<file path="src/rtl/pwm_capture_if.sv">
// ---------------------------------------------------------------------------
// pwm_capture_if
// Groups the control inputs and measurement outputs of pwm_capture.
//   en          capture enable (master -> slave)
//   pwm_in      external PWM, asynchronous to clk (master -> slave)
//   clk_div     prescaler exponent, one tick every 2^clk_div clocks
//   ovf_clr     clears the sticky overflow flag
//   high_time   ticks the input was high in the last complete period
//   period      ticks between the last two rising edges
//   meas_valid  one-cycle pulse when high_time/period update
//   overflow    sticky flag, period counter saturated
// ---------------------------------------------------------------------------
interface pwm_capture_if #(
  parameter int CNT_W = 16
) ();

  logic             en;
  logic             pwm_in;
  logic [3:0]       clk_div;
  logic             ovf_clr;
  logic [CNT_W-1:0] high_time;
  logic [CNT_W-1:0] period;
  logic             meas_valid;
  logic             overflow;

  modport master (
    output en, pwm_in, clk_div, ovf_clr,
    input  high_time, period, meas_valid, overflow
  );

  modport slave (
    input  en, pwm_in, clk_div, ovf_clr,
    output high_time, period, meas_valid, overflow
  );

endinterface

</file>
<file path="src/rtl/pwm_capture.sv">
// ---------------------------------------------------------------------------
// pwm_capture
// Measures the high time and the period of an asynchronous PWM input in
// prescaled clock ticks. Measurements are taken between consecutive rising
// edges; the first rising edge after idle only arms the capture.
//
// Ports
//   clk    system clock, all logic on posedge
//   rst_n  asynchronous active-low reset
//   bus    pwm_capture_if.slave (en, pwm_in, clk_div, ovf_clr in;
//          high_time, period, meas_valid, overflow out)
//
// Parameters
//   CNT_W        width of the tick counters and measurement outputs
//   SYNC_STAGES  number of pwm_in synchronizer flops (minimum 2)
// ---------------------------------------------------------------------------
module pwm_capture #(
  parameter int CNT_W       = 16,
  parameter int SYNC_STAGES = 2
) (
  input  logic          clk,
  input  logic          rst_n,
  pwm_capture_if.slave  bus
);

  localparam logic [CNT_W-1:0] CNT_ZERO = {CNT_W{1'b0}};
  localparam logic [CNT_W-1:0] CNT_ONE  = {{(CNT_W-1){1'b0}}, 1'b1};
  localparam logic [CNT_W-1:0] CNT_MAX  = {CNT_W{1'b1}};

  typedef enum logic [1:0] {
    IDLE = 2'd0,
    HIGH = 2'd1,
    LOW  = 2'd2
  } state_t;

  // input conditioning
  logic [SYNC_STAGES-1:0] sync_r;
  logic                   dly_r;
  logic                   sync_s;
  logic                   rise_s;
  logic                   fall_s;

  // prescaler
  logic [14:0]            presc_r;
  logic [14:0]            presc_limit_s;
  logic                   tick_s;

  // measurement FSM
  state_t                 state_r;
  state_t                 state_s;
  logic [CNT_W-1:0]       hi_cnt_r;
  logic [CNT_W-1:0]       hi_cnt_s;
  logic [CNT_W-1:0]       per_cnt_r;
  logic [CNT_W-1:0]       per_cnt_s;

  // outputs
  logic [CNT_W-1:0]       high_time_r;
  logic [CNT_W-1:0]       high_time_s;
  logic [CNT_W-1:0]       period_r;
  logic [CNT_W-1:0]       period_s;
  logic                   meas_valid_r;
  logic                   meas_set_s;
  logic                   overflow_r;
  logic                   ovf_set_s;

  // Synchronize pwm_in and keep one delayed copy for edge detection.
  always_ff @(posedge clk or negedge rst_n) begin
    if (!rst_n) begin
      sync_r <= {SYNC_STAGES{1'b0}};
      dly_r  <= 1'b0;
    end else begin
      sync_r <= {sync_r[SYNC_STAGES-2:0], bus.pwm_in};
      dly_r  <= sync_s;
    end
  end

  assign sync_s = sync_r[SYNC_STAGES-1];
  assign rise_s = sync_s & ~dly_r;
  assign fall_s = ~sync_s & dly_r;

  // Terminal count is 2^clk_div-1; the 16-bit intermediate keeps
  // clk_div=15 from wrapping to zero before the subtraction.
  assign presc_limit_s = 15'((16'd1 << bus.clk_div) - 16'd1);

  // A ">=" compare lets a lowered clk_div take effect at the next compare
  // instead of letting the prescaler run all the way round to zero.
  assign tick_s = (presc_r >= presc_limit_s);

  // Prescaler: restarts on every rise so each period begins at phase zero.
  always_ff @(posedge clk or negedge rst_n) begin
    if (!rst_n) begin
      presc_r <= 15'd0;
    end else if (!bus.en || rise_s || tick_s) begin
      presc_r <= 15'd0;
    end else begin
      presc_r <= presc_r + 15'd1;
    end
  end

  // FSM state and tick counters.
  always_ff @(posedge clk or negedge rst_n) begin
    if (!rst_n) begin
      state_r   <= IDLE;
      hi_cnt_r  <= CNT_ZERO;
      per_cnt_r <= CNT_ZERO;
    end else begin
      state_r   <= state_s;
      hi_cnt_r  <= hi_cnt_s;
      per_cnt_r <= per_cnt_s;
    end
  end

  // Next-state, counter and measurement-latch logic.
  always_comb begin
    state_s     = state_r;
    hi_cnt_s    = hi_cnt_r;
    per_cnt_s   = per_cnt_r;
    high_time_s = high_time_r;
    period_s    = period_r;
    meas_set_s  = 1'b0;
    ovf_set_s   = 1'b0;

    if (!bus.en) begin
      state_s   = IDLE;
      hi_cnt_s  = CNT_ZERO;
      per_cnt_s = CNT_ZERO;
    end else begin
      case (state_r)
        IDLE: begin
          // Only a rising edge arms the capture; falls are ignored here.
          if (rise_s) begin
            state_s   = HIGH;
            hi_cnt_s  = CNT_ZERO;
            per_cnt_s = CNT_ZERO;
          end else begin
            state_s   = IDLE;
          end
        end

        HIGH: begin
          if (tick_s && (per_cnt_r == CNT_MAX)) begin
            ovf_set_s = 1'b1;
            state_s   = IDLE;
            hi_cnt_s  = CNT_ZERO;
            per_cnt_s = CNT_ZERO;
          end else begin
            // The tick in the fall cycle still belongs to the high phase.
            if (tick_s) begin
              hi_cnt_s  = hi_cnt_r + CNT_ONE;
              per_cnt_s = per_cnt_r + CNT_ONE;
            end else begin
              hi_cnt_s  = hi_cnt_r;
            end
            if (fall_s) begin
              state_s = LOW;
            end else begin
              state_s = HIGH;
            end
          end
        end

        LOW: begin
          // A tick at full scale means the period no longer fits, even if
          // a rise arrives in the same cycle; report overflow instead.
          if (tick_s && (per_cnt_r == CNT_MAX)) begin
            ovf_set_s = 1'b1;
            state_s   = IDLE;
            hi_cnt_s  = CNT_ZERO;
            per_cnt_s = CNT_ZERO;
          end else if (rise_s) begin
            // A tick coinciding with the rise closes the old period; it is
            // not carried into the new one (counters restart at zero).
            meas_set_s  = 1'b1;
            high_time_s = hi_cnt_r;
            period_s    = per_cnt_r + {{(CNT_W-1){1'b0}}, tick_s};
            state_s     = HIGH;
            hi_cnt_s    = CNT_ZERO;
            per_cnt_s   = CNT_ZERO;
          end else if (tick_s) begin
            per_cnt_s = per_cnt_r + CNT_ONE;
          end else begin
            per_cnt_s = per_cnt_r;
          end
        end

        default: begin
          state_s   = IDLE;
          hi_cnt_s  = CNT_ZERO;
          per_cnt_s = CNT_ZERO;
        end
      endcase
    end
  end

  // Registered measurement outputs and the sticky overflow flag.
  always_ff @(posedge clk or negedge rst_n) begin
    if (!rst_n) begin
      high_time_r  <= CNT_ZERO;
      period_r     <= CNT_ZERO;
      meas_valid_r <= 1'b0;
      overflow_r   <= 1'b0;
    end else begin
      high_time_r  <= high_time_s;
      period_r     <= period_s;
      meas_valid_r <= meas_set_s;
      // A new overflow beats a simultaneous clear.
      if (ovf_set_s) begin
        overflow_r <= 1'b1;
      end else if (bus.ovf_clr) begin
        overflow_r <= 1'b0;
      end else begin
        overflow_r <= overflow_r;
      end
    end
  end

  assign bus.high_time  = high_time_r;
  assign bus.period     = period_r;
  assign bus.meas_valid = meas_valid_r;
  assign bus.overflow   = overflow_r;

endmodule
</file>
<file path="src/flat_wrapper.sv">
// flat-port wrapper written by rule: the top's interface ports become plain ports
module pwm_capture_flat 
#(
  parameter int CNT_W       = 16,
  parameter int SYNC_STAGES = 2
)
  (clk, rst_n, bus_en, bus_pwm_in, bus_clk_div, bus_ovf_clr, bus_high_time, bus_period, bus_meas_valid, bus_overflow);
  pwm_capture_if #(.CNT_W(CNT_W)) bus_i ();
  input  logic clk;
  input  logic rst_n;
  input wire logic [$bits(bus_i.en)-1:0] bus_en;
  input wire logic [$bits(bus_i.pwm_in)-1:0] bus_pwm_in;
  input wire logic [$bits(bus_i.clk_div)-1:0] bus_clk_div;
  input wire logic [$bits(bus_i.ovf_clr)-1:0] bus_ovf_clr;
  output wire logic [$bits(bus_i.high_time)-1:0] bus_high_time;
  output wire logic [$bits(bus_i.period)-1:0] bus_period;
  output wire logic [$bits(bus_i.meas_valid)-1:0] bus_meas_valid;
  output wire logic [$bits(bus_i.overflow)-1:0] bus_overflow;
  assign bus_i.en = bus_en;
  assign bus_i.pwm_in = bus_pwm_in;
  assign bus_i.clk_div = bus_clk_div;
  assign bus_i.ovf_clr = bus_ovf_clr;
  assign bus_high_time = bus_i.high_time;
  assign bus_period = bus_i.period;
  assign bus_meas_valid = bus_i.meas_valid;
  assign bus_overflow = bus_i.overflow;
  pwm_capture #(.CNT_W(CNT_W), .SYNC_STAGES(SYNC_STAGES)) u_core (.clk(clk), .rst_n(rst_n), .bus(bus_i));
endmodule
</file>
<file path="config.mk">
export PLATFORM = sky130hd
export DESIGN_NAME = pwm_capture_flat
export DESIGN_NICKNAME = d
export VERILOG_FILES = /design/src/rtl/pwm_capture_if.sv /design/src/rtl/pwm_capture.sv /design/src/flat_wrapper.sv
export SDC_FILE = /design/constraint.sdc
export NUM_CORES = 1
export LEC_CHECK = 0
export ABC_AREA = 1
export CORE_MARGIN = 2
export CORE_UTILIZATION = 55
export CTS_BUF_LIST = sky130_fd_sc_hd__clkbuf_4
export CTS_CLUSTER_SIZE = 8
export DETAILED_ROUTE_END_ITERATION = 10
export DONT_BUFFER_PORTS = 1
export PLACE_DENSITY = 0.78
export SYNTH_ARGS = -nofsm -noshare
export SYNTH_HDL_FRONTEND = slang
export SYNTH_SLANG_ARGS = --single-unit
</file>
<file path="constraint.sdc">
create_clock -name clk -period 3.4 [get_ports clk]
set_input_delay 0.68 -clock clk [delete_from_list [all_inputs] [get_ports clk]]
set_output_delay 0.68 -clock clk [all_outputs]
set_load 0.1 [all_outputs]
</file>
== Word level (Yosys, flattened, before mapping) ==
Cells that the tools add are included.

* Bits in registers: 86
* Input bits: 9
* Output and inout port bits: 34

* Add/sub/neg operators: 5
* $lt $le $gt $ge: 1
* Equal/unequal tests: 6
* Shifts and indexed selects: 1
* Muxes and demuxes: 30
* Bitwise logic cells: 5
* Reductions and logical operators: 8

{| class="wikitable"
|+ Operator list
! operator !! number
|-
| $mux W16 || 11
|-
| $pmux W16 S3 || 2
|-
| $add A16 B1 Y16 const B || 2
|-
| $add A16 B1 Y16 || 1
|-
| $eq A16 B16 Y1 const B || 1
|-
| $add A15 B1 Y15 const B || 1
|-
| $ge A15 B15 Y1 || 1
|-
| $mux W15 || 1
|-
| $shl A1 B4 Y15 const A || 1
|-
| $sub A15 B1 Y15 const B || 1
|-
| $mux W1 || 10
|-
| $mux W2 || 5
|-
| $ne A4 B2 Y1 const B || 2
|-
| $pmux W2 S3 || 1
|-
| $reduce_and A4 Y1 || 1
|-
| $ne A3 B2 Y1 const B || 1
|-
| $not A1 Y1 || 3
|-
| $and A1 B1 Y1 || 2
|-
| $eq A2 B1 Y1 const B || 1
|-
| $eq A2 B2 Y1 const B || 1
|-
| $logic_not A2 Y1 || 1
|-
| $logic_or A1 B1 Y1 || 2
|-
| $reduce_bool A2 Y1 || 1
|-
| $reduce_or A2 Y1 || 1
|-
| 2 further kinds || 2
|}

== Longest topological paths before layout ==
Gate-level depths: netlist of the first run.

* Depth after elaboration: 8
* Mapped depth: 23
* Depth with buffers taken out: 22

== Least setup slack after synthesis of the first run ==
No wires, ideal clock.

* Path type: input -> register
* From: input port bus_clk_div[3]
* To: register u_core.period_r[14] (netlist: u_core.bus.period[14])
* Library setup time: 0.122 ns
* Arrival time: 3.841 ns
* Data required time: 3.278 ns
* Path slack: -0.564 ns
* Stages: 23
* Path through: buf_2 -> nor2_1 -> nand2_1 -> ha_1 -> a21boi_0 -> o21ai_0 -> a21oi_1 -> xor2_1 -> ha_1 -> nand2_1 -> nor2_2 -> nand2_1 -> nor2_1 -> nor2_2 -> nand3_4 -> buf_2 -> ha_1 -> ha_1 -> nand2_1 -> nor2_1 -> nand3_1 -> xor2_1 -> o21ai_2

* Cells in the longest elaborated chain, start to end: 6
* Elaborated cells on any way between the ends: 7
* Those cells by class: add/sub: 2; order compare: 1; shift: 1; bitwise: 1; reduce/logical: 2

{| class="wikitable"
|+ RTL lines
! item !! line !! RTL
|-
| start, declared || flat_wrapper.sv:13 || <nowiki>input wire logic [$bits(bus_i.clk_div)-1:0] bus_clk_div;</nowiki>
|-
| $shl A1 B4 Y15 (*) || pwm_capture.sv:83 || <nowiki>assign presc_limit_s = 15'((16'd1 << bus.clk_div) - 16'd1);</nowiki>
|-
| $sub A15 B1 Y15 (*) || pwm_capture.sv:83 ||
|-
| $ge A15 B15 Y1 (*) || pwm_capture.sv:87 || <nowiki>assign tick_s = (presc_r >= presc_limit_s);</nowiki>
|-
| parallel branches: the longest is 3 deep, another holds $add A16 B1 Y16 || -- ||
|-
| end signal, assigned || pwm_capture.sv:204 || <nowiki>period_r <= period_s;</nowiki>
|-
| end, declared || pwm_capture.sv:59 || <nowiki>logic [CNT_W-1:0] period_r;</nowiki>
|}

Every way passes the cells marked *.
A chain may end at the register's enable or synchronous reset.

== Worst setup path after layout of the first run ==
* From: input port bus_clk_div[0]
* To: register u_core.period_r[15] (netlist: u_core.bus.period[15])

Same word-level chain as after synthesis.

==> results of run 1 <==
flip-flops by register name (all words and copies together) (netlist names):
signal                 count
u_core.bus.high_time      16
u_core.bus.meas_valid      1
u_core.bus.overflow        1
u_core.bus.period         16
u_core.dly_r               1
u_core.hi_cnt_r           16
u_core.per_cnt_r          16
u_core.presc_r            15
u_core.state_r             2
u_core.sync_r              2
cell usage after synthesis:
library cell / instances
nand3b_1: 9
o21ai_2: 26
buf_2: 6
buf_4: 2
xnor2_1: 2
o21ai_1: 6
dfrtp_1: 86
buf_8: 1
nor3_2: 2
nand4_4: 1
clkbuf_1: 9
a21boi_0: 1
o22ai_1: 10
xor2_1: 39
a211oi_1: 1
a21o_1: 1
buf_6: 8
nand3_1: 68
o31ai_1: 1
nor2_4: 2
a21boi_1: 1
nor2_1: 65
nand3_4: 2
nand2_4: 1
inv_1: 80
ha_1: 25
nor4_1: 1
nand2_2: 3
buf_1: 1
nor3b_1: 3
inv_2: 3
nand4_1: 6
nor3_1: 16
nor2_2: 4
o21ai_0: 22
nand2_1: 213
o211ai_2: 1
a21oi_1: 16
o21a_1: 1
nand3_2: 2
worst max-delay path: cells and delay by family:
| family | cells | cell delay, ns |
|---|---|---|
| compound gates | 4 | 0.39 |
| simple gates | 11 | 1.25 |
| fa+ha+maj | 3 | 0.64 |
| xor+xnor | 2 | 0.36 |
worst max path at each step:
| stage | cells after the start | endpoint |
|---|---|---|
| after global placement | 20 | u_core.bus.period[15] |
| final | 20 | u_core.bus.period[15] |
| after detailed placement | 21 | u_core.bus.high_time[13] |
| after CTS | 21 | u_core.bus.high_time[13] |
| after global routing | 21 | u_core.bus.high_time[13] |
| after floorplan | 23 | u_core.bus.period[14] |
cells by family (layout without fill, tap and decap cells):
| group | Yosys count | count (layout) | share of synthesized area [%] |
|---|---|---|---|
| AND/OR/NAND/NOR | 398 | 398 | 31.3 |
| buffers and inverters | 110 | 108 | 8.82 |
| AO/OA/AOI/OAI | 87 | 87 | 10.0 |
| flip-flops | 86 | 86 | 38.0 |
| XOR/XNOR | 41 | 41 | 6.34 |
| adder cells (fa/ha/maj) | 25 | 25 | 5.52 |
power by group through the flow:
| stage | clock [mW] | combinational [mW] | sequential [mW] |
|---|---|---|---|
| 2_1_floorplan | 0 | 0.0952 | 1.06 |
| 3_3_place_gp | 0 | 0.110 | 1.06 |
| 3_5_place_dp | 0 | 0.114 | 1.06 |
| 4_1_cts | 0.515 | 0.139 | 1.04 |
| 5_1_grt | 0.560 | 0.158 | 1.04 |
| 6_report | 0.501 | 0.137 | 1.04 |
metal layers:
layer / GRT usage, % / vias up
met5: 0 / -
met4: 8.48 / 0
met3: 3.53 / 19
met2: 37.8 / 121
met1: 31.8 / 2269
li1: - / 2389
cell type report:
type / instances / area [µm²] / area share (%)
clock buffer: 9 / 67.6 / 1.14
clock inverter: 6 / 37.5 / 0.633
inverter: 83 / 312 / 5.25
multi-input combinational: 551 / 3090 / 52.0
sequential: 86 / 2150 / 36.3
tap: 136 / 170 / 2.87
timing repair buffer: 10 / 108 / 1.81
timing repair:
| action | in CTS | in global routing |
|---|---|---|
| gates resized for setup | 0 | 0 |
| hold buffers | 1 | 0 |
| endpoints found under the hold margin | 86 | 0 |
| buffers inserted | 0 | 0 |
through the flow:
step	hold WS (ns)	area [µm²]	worst slack, ns
final	0.125	5930	0.397
after global routing	0.124	5930	0.178
after CTS	0.141	5930	0.410
after detailed placement	0.341	5800	-0.0723
after global placement	0.340	5800	0.0136
after floorplan	0.331	5750	-0.109
==> metrics.md, run 1 <==
| Metric | Value |
|---|---|
| Post-synth cell types | 40 |
| 1st-pass router iterations | 4 |
| DRT iter0 DRCs | 324 |
| Fin. max-slew vios | 0 |
| Core Region | roughly 0.010 mm² |
| Worst R2R Path Depth | 14 |
| Top cells by area, synth | dfrtp_1, nand2_1, xor2_1 |
| Clock Tree Buf Depth | 2 |
| F_max | between 300 and 400 MHz |
| Worst path cell trace | nor2_1 -> nand2_2 -> ha_2 -> a21boi_2 -> o21ai_2 -> a21oi_2 -> xor2_1 -> ha_1 -> nand2_1 -> nor2_2 -> nand2_1 -> nor2_1 -> nand2_2 -> nand3_4 -> ha_4 -> nand2_1 -> nor2_2 -> nand3_1 -> xor2_1 -> o21ai_2 |
| CTS buffer count | 9 |
| # rows | 37 |
| Final hold vios | 0 |
| VDD IR max | between 0.1 and 0.15 mV |
| Net Count, Synth | ~780 |
| Switching Share | about 28% |
| Die W | 105 µm |
| Synthesized area | about 0.0057 mm² |
| CP peak stage delay | roughly 0.31 ns |
| Vias/cell | around 5.4 |
| Slowest stage cell, crit path | ha_1 |
| Wire per inst | about 14 µm |
| GPL Wtd Cong | between 0.9 and 1 |
| Fillcell total | between 900 and 1000 |
| Layout cells sized above 1 | between 10% and 20% |
| Max Cap Viol | 0 |
| CP startpoint kind | input pin |
| DP Wirelength | ~8900 µm |
| Post-synth top area cell | dfrtp_1 |
| Top sig layer | met4 |
| Initial antenna violation count | 0 |
| Slew HR | around two fifths |
| Final setup fails | 0 |
| End of the worst register-to-register path | u_core.hi_cnt_r[11] |
| Final core utilization | between 50% and 60% |
| Met2 wire length | approximately 6000 µm |
| Skew final | between 0.015 and 0.02 ns |
| Total Nets Final | roughly 780 |
| Clk slew on worst S/H paths | between 0.1 and 0.15 ns |
| CTS tree | yes |
| Worst slew pin tran | just over 0.9 ns |
| DRC | 0 |
| Internal | between 1 and 1.5 mW |
| Commonest non-fill, non-tap cell in the layout | nand2_1 |
| Clock sinks | 86 |
| Switch Pwr | between 0.4 and 0.5 mW |
| Metal3 WL | between 600 and 700 µm |
| Total wire length | between 10000 and 15000 µm |
| CP dominant cell by count | nand2_1 |
| Mean Syn Cell Area | around 7.6 µm² |
| Placed insts | slightly below 900 |
| Yosys reg bits | 86 |
| Most frequent cells in the layout | nand2_1, dfrtp_1, inv_1, nand3_1, nor2_1 |
| Sequential area share after synthesis | 38.0% |
| Kind of critical path | input pin to flop |
| Clk pwr share | between 20% and 30% |
| Congestion Overflow GR | 0 |
| CP required | about 3.7 ns |
| I/O pins | 43 |
| Syn Inst Count | roughly 750 |
| GRT Resource Usage Total | a little under a quarter |
| Cell Count, Final, Fillers Out | between 800 and 900 |
| # diodes | 0 |
| RSZ-0062 raised after global routing | false |
| Arr. time, crit path | 3.34 ns |
| Die area | between 0.01 and 0.015 mm² |
| Port Buffers | 0 |
| Post-layout minimum cycle time | between 3 and 4 ns |
| H-tree levels | 3 |
| Total power | around 1.7 mW |
| Hold WC Path Type | input pin to asynchronous set/reset pin |
| Reg2Reg Setup Slack | around 1.0 ns |
| CTS Root Cell | clkbuf_4 |
| ANT nets after route | 0 |
| Part of the power in registers | about three fifths |
| RR Startpoint | u_core.presc_r[6] |
| Largest net degree at the start of global routing | 87 |
| Ys Warns | 0 |
| Total number of vias | around 4800 |
| Logic pwr share | around 8% |
| Status | finished, final reports clean |
| Power Dens Cells | 283 mW/mm² |
| Initial Util | a little under three fifths |
| Worst-skew pair later-pin latency | ~0.44 ns |
| Setup crit end kind | flop |
| CP max FO | 4 |
| Vias in the first global route | approximately 4600 |
| Synth top area share | between 30% and 40% |
| Met1 wire length | between 5000 and 6000 µm |
| Die Y | 105 µm |
| Global-route wire length before repair | between 20000 and 25000 µm |
| Layout area overhead | 4.75% |
| Crit path from | bus_clk_div[0] |
| P_leak | 2.77 nW |
| Fin Setup TNS | 0 ns |
| Final period util | approximately nine tenths |
Note: power is estimated with default switching activity, not from simulation.
==> run 2: changes to the inputs <==
SLEW_MARGIN = 20   (was not set)
==> results of run 2 <==
The final DEF is identical to that of run 1; final timing and power are the same.
==> run 3: changes to the inputs <==
TNS_END_PERCENT = 5   (was not set)
==> run 3 against run 2 <==
Effect of this change: register-to-register slack got worse by 0.02 ns; cell count increased by 0.23%; combinational power increased by 3%; worst hold slack improved by 0.0050 ns; largest power group unchanged; critical endpoint unchanged; design area increased by 0.23%; sequential power about the same; via count increased by 1.0%.
==> metrics.md, run 3 (synthesized netlist as in run 1, its figures left out) <==
| Metric | Value |
|---|---|
| Status | finished, final reports clean |
| Port Buffers | 0 |
| Vias in the first global route | 4600 |
| Kind of critical path | input pin to flop |
| Wire per inst | 14.2 µm |
| Clock sinks | 86 |
| Total wire length | 12500 µm |
| # diodes | 0 |
| Arr. time, crit path | ~3.4 ns |
| Die area | about 0.011 mm² |
| Worst-skew pair later-pin latency | around 0.44 ns |
| Die Y | between 100 and 150 µm |
| Max Cap Viol | 0 |
| I/O pins | 43 |
| CTS tree | yes |
| Final core utilization | about three fifths |
| CTS resizes | 0 |
| Slew HR | around two fifths |
| Skew final | ~0.014 ns |
| Clk slew on worst S/H paths | roughly 0.13 ns |
| Largest net degree at the start of global routing | between 80 and 90 |
| Fin. max-slew vios | 0 |
| Hold WC Path Type | input pin to asynchronous set/reset pin |
| Final period util | 89.4% |
| CP startpoint kind | input pin |
| Worst hold margin | between 0.1 and 0.15 ns |
| Global-route wire length before repair | roughly 22000 µm |
| 1st-pass router iterations | 7 |
| CP max FO | 4 |
| Commonest non-fill, non-tap cell in the layout | nand2_1 |
| F_max | around 330 MHz |
| Total Nets Final | just under 800 |
| Final hold vios | 0 |
| Fillcell total | slightly above 900 |
| GRT Resource Usage Total | a little under a quarter |
| ANT nets after route | 0 |
| DRC | 0 |
| P_leak | between 2 and 3 nW |
| GPL Wtd Cong | between 0.9 and 1 |
| DRT iter0 DRCs | 360 |
| Initial antenna violation count | 0 |
| Layout cells sized above 1 | roughly 11% |
| Worst slew pin tran | ~0.93 ns |
| Die W | roughly 110 µm |
| Congestion Overflow GR | 0 |
| Core Region | about 0.010 mm² |
| Vias/cell | 5.49 |
| Initial Util | 55.9% |
| Power Dens Cells | approximately 280 mW/mm² |
| Total number of vias | between 4000 and 5000 |
| Setup crit end kind | flop |
| DP Wirelength | around 9000 µm |
| CP required | ~3.7 ns |
| Final setup fails | 0 |
| CTS Root Cell | clkbuf_4 |
| H-tree levels | 3 |
| Cell Count, Final, Fillers Out | between 800 and 900 |
| Most frequent cells in the layout | nand2_1, dfrtp_1, inv_1, nand3_1, nor2_1 |
| Clock Tree Buf Depth | 2 |
| RSZ-0062 raised after global routing | false |
| VDD IR max | about 0.18 mV |
| Placed insts | about 870 |
| # rows | 37 |
| CTS buffer count | 9 |
| Post-layout minimum cycle time | just over 3 ns |
| Layout area overhead | 4.99% |
run 3: cell types whose count changed in the layout (fill, tap and decap cells not counted), sizes merged:
cell	change
clkinvlp	-1
buf	+2
clkbuf	+2
clkinv	-1
run 3: metrics by stage:
| stage | power, mW | setup slack (ns) | setup TNS (ns) | instance area, µm² |
|---|---|---|---|---|
| 4_1_cts | 1.71 | 0.372 | 0 | 5950 |
| 3_3_place_gp | 1.17 | 0.0310 | 0 | 5810 |
| 3_5_place_dp | 1.18 | -0.104 | -0.503 | 5810 |
| 5_1_grt | 1.77 | 0.0964 | 0 | 5950 |
| 6_report | 1.69 | 0.361 | 0 | 5950 |
| 2_1_floorplan | 1.15 | -0.109 | -0.674 | 5750 |
run 3: repair_timing:
action / 4_1_cts / 5_1_grt
hold buffers: 1 / 0
setup buffers: 0 / 0
endpoints found under the hold margin: 86 / 0
run 3: path summary, 6_finish.rpt:
kind                                  startpoint  depth (start not counted)  slack [ns]                    end
worst max-delay path              bus_clk_div[0]                         20        0.36  u_core.bus.period[15]
worst min-delay path                       rst_n                          1        0.13  u_core.bus.period[14]
worst max register to register      u_core.dly_r                          9        1.00   u_core.per_cnt_r[11]
worst min register to register  u_core.sync_r[0]                          0        0.37       u_core.sync_r[1]
max in group asynchronous                  rst_n                          1        2.95      u_core.presc_r[2]
min in group clk                      bus_pwm_in                          0        0.25       u_core.sync_r[0]
run 3: critical path, cell delays in order:
cell	delay, ns
nor2_1	0.16
nand2_2	0.09
ha_2	0.19
a21boi_2	0.16
o21ai_2	0.11
a21oi_2	0.06
xor2_1	0.16
ha_1	0.31
nand2_1	0.07
nor2_2	0.09
nand2_1	0.08
nor2_1	0.13
nand2_2	0.08
nand3_4	0.13
ha_4	0.16
nand2_1	0.10
nor2_2	0.21
nand3_1	0.11
xor2_1	0.19
o21ai_2	0.08
run 3: power breakdown:
part | switching (mW) | internal, mW
clock | 0.351 | 0.161
combinational | 0.102 | 0.0388
sequential | 0.00933 | 1.03
run 3: cell type report:
cell class / instances / area (µm²) / area share [%]
clock buffer: 11 / 82.6 / 1.39
tap: 136 / 170 / 2.86
inverter: 83 / 312 / 5.24
timing repair buffer: 12 / 123 / 2.06
clock inverter: 4 / 23.8 / 0.400
multi-input combinational: 551 / 3080 / 51.9
sequential: 86 / 2150 / 36.2
run 3: per-layer routing:
metal | vias up | GRT usage (%) | routed length, µm | part of all wire [%]
met2 | 135 | 39.1 | 5790 | 46
met4 | 0 | 8.00 | 218 | 1.7
met3 | 25 | 4.76 | 811 | 6.5
li1 | 2391 | - | - | -
met1 | 2296 | 31.9 | 5700 | 45
met5 | - | 0 | 0 | 0
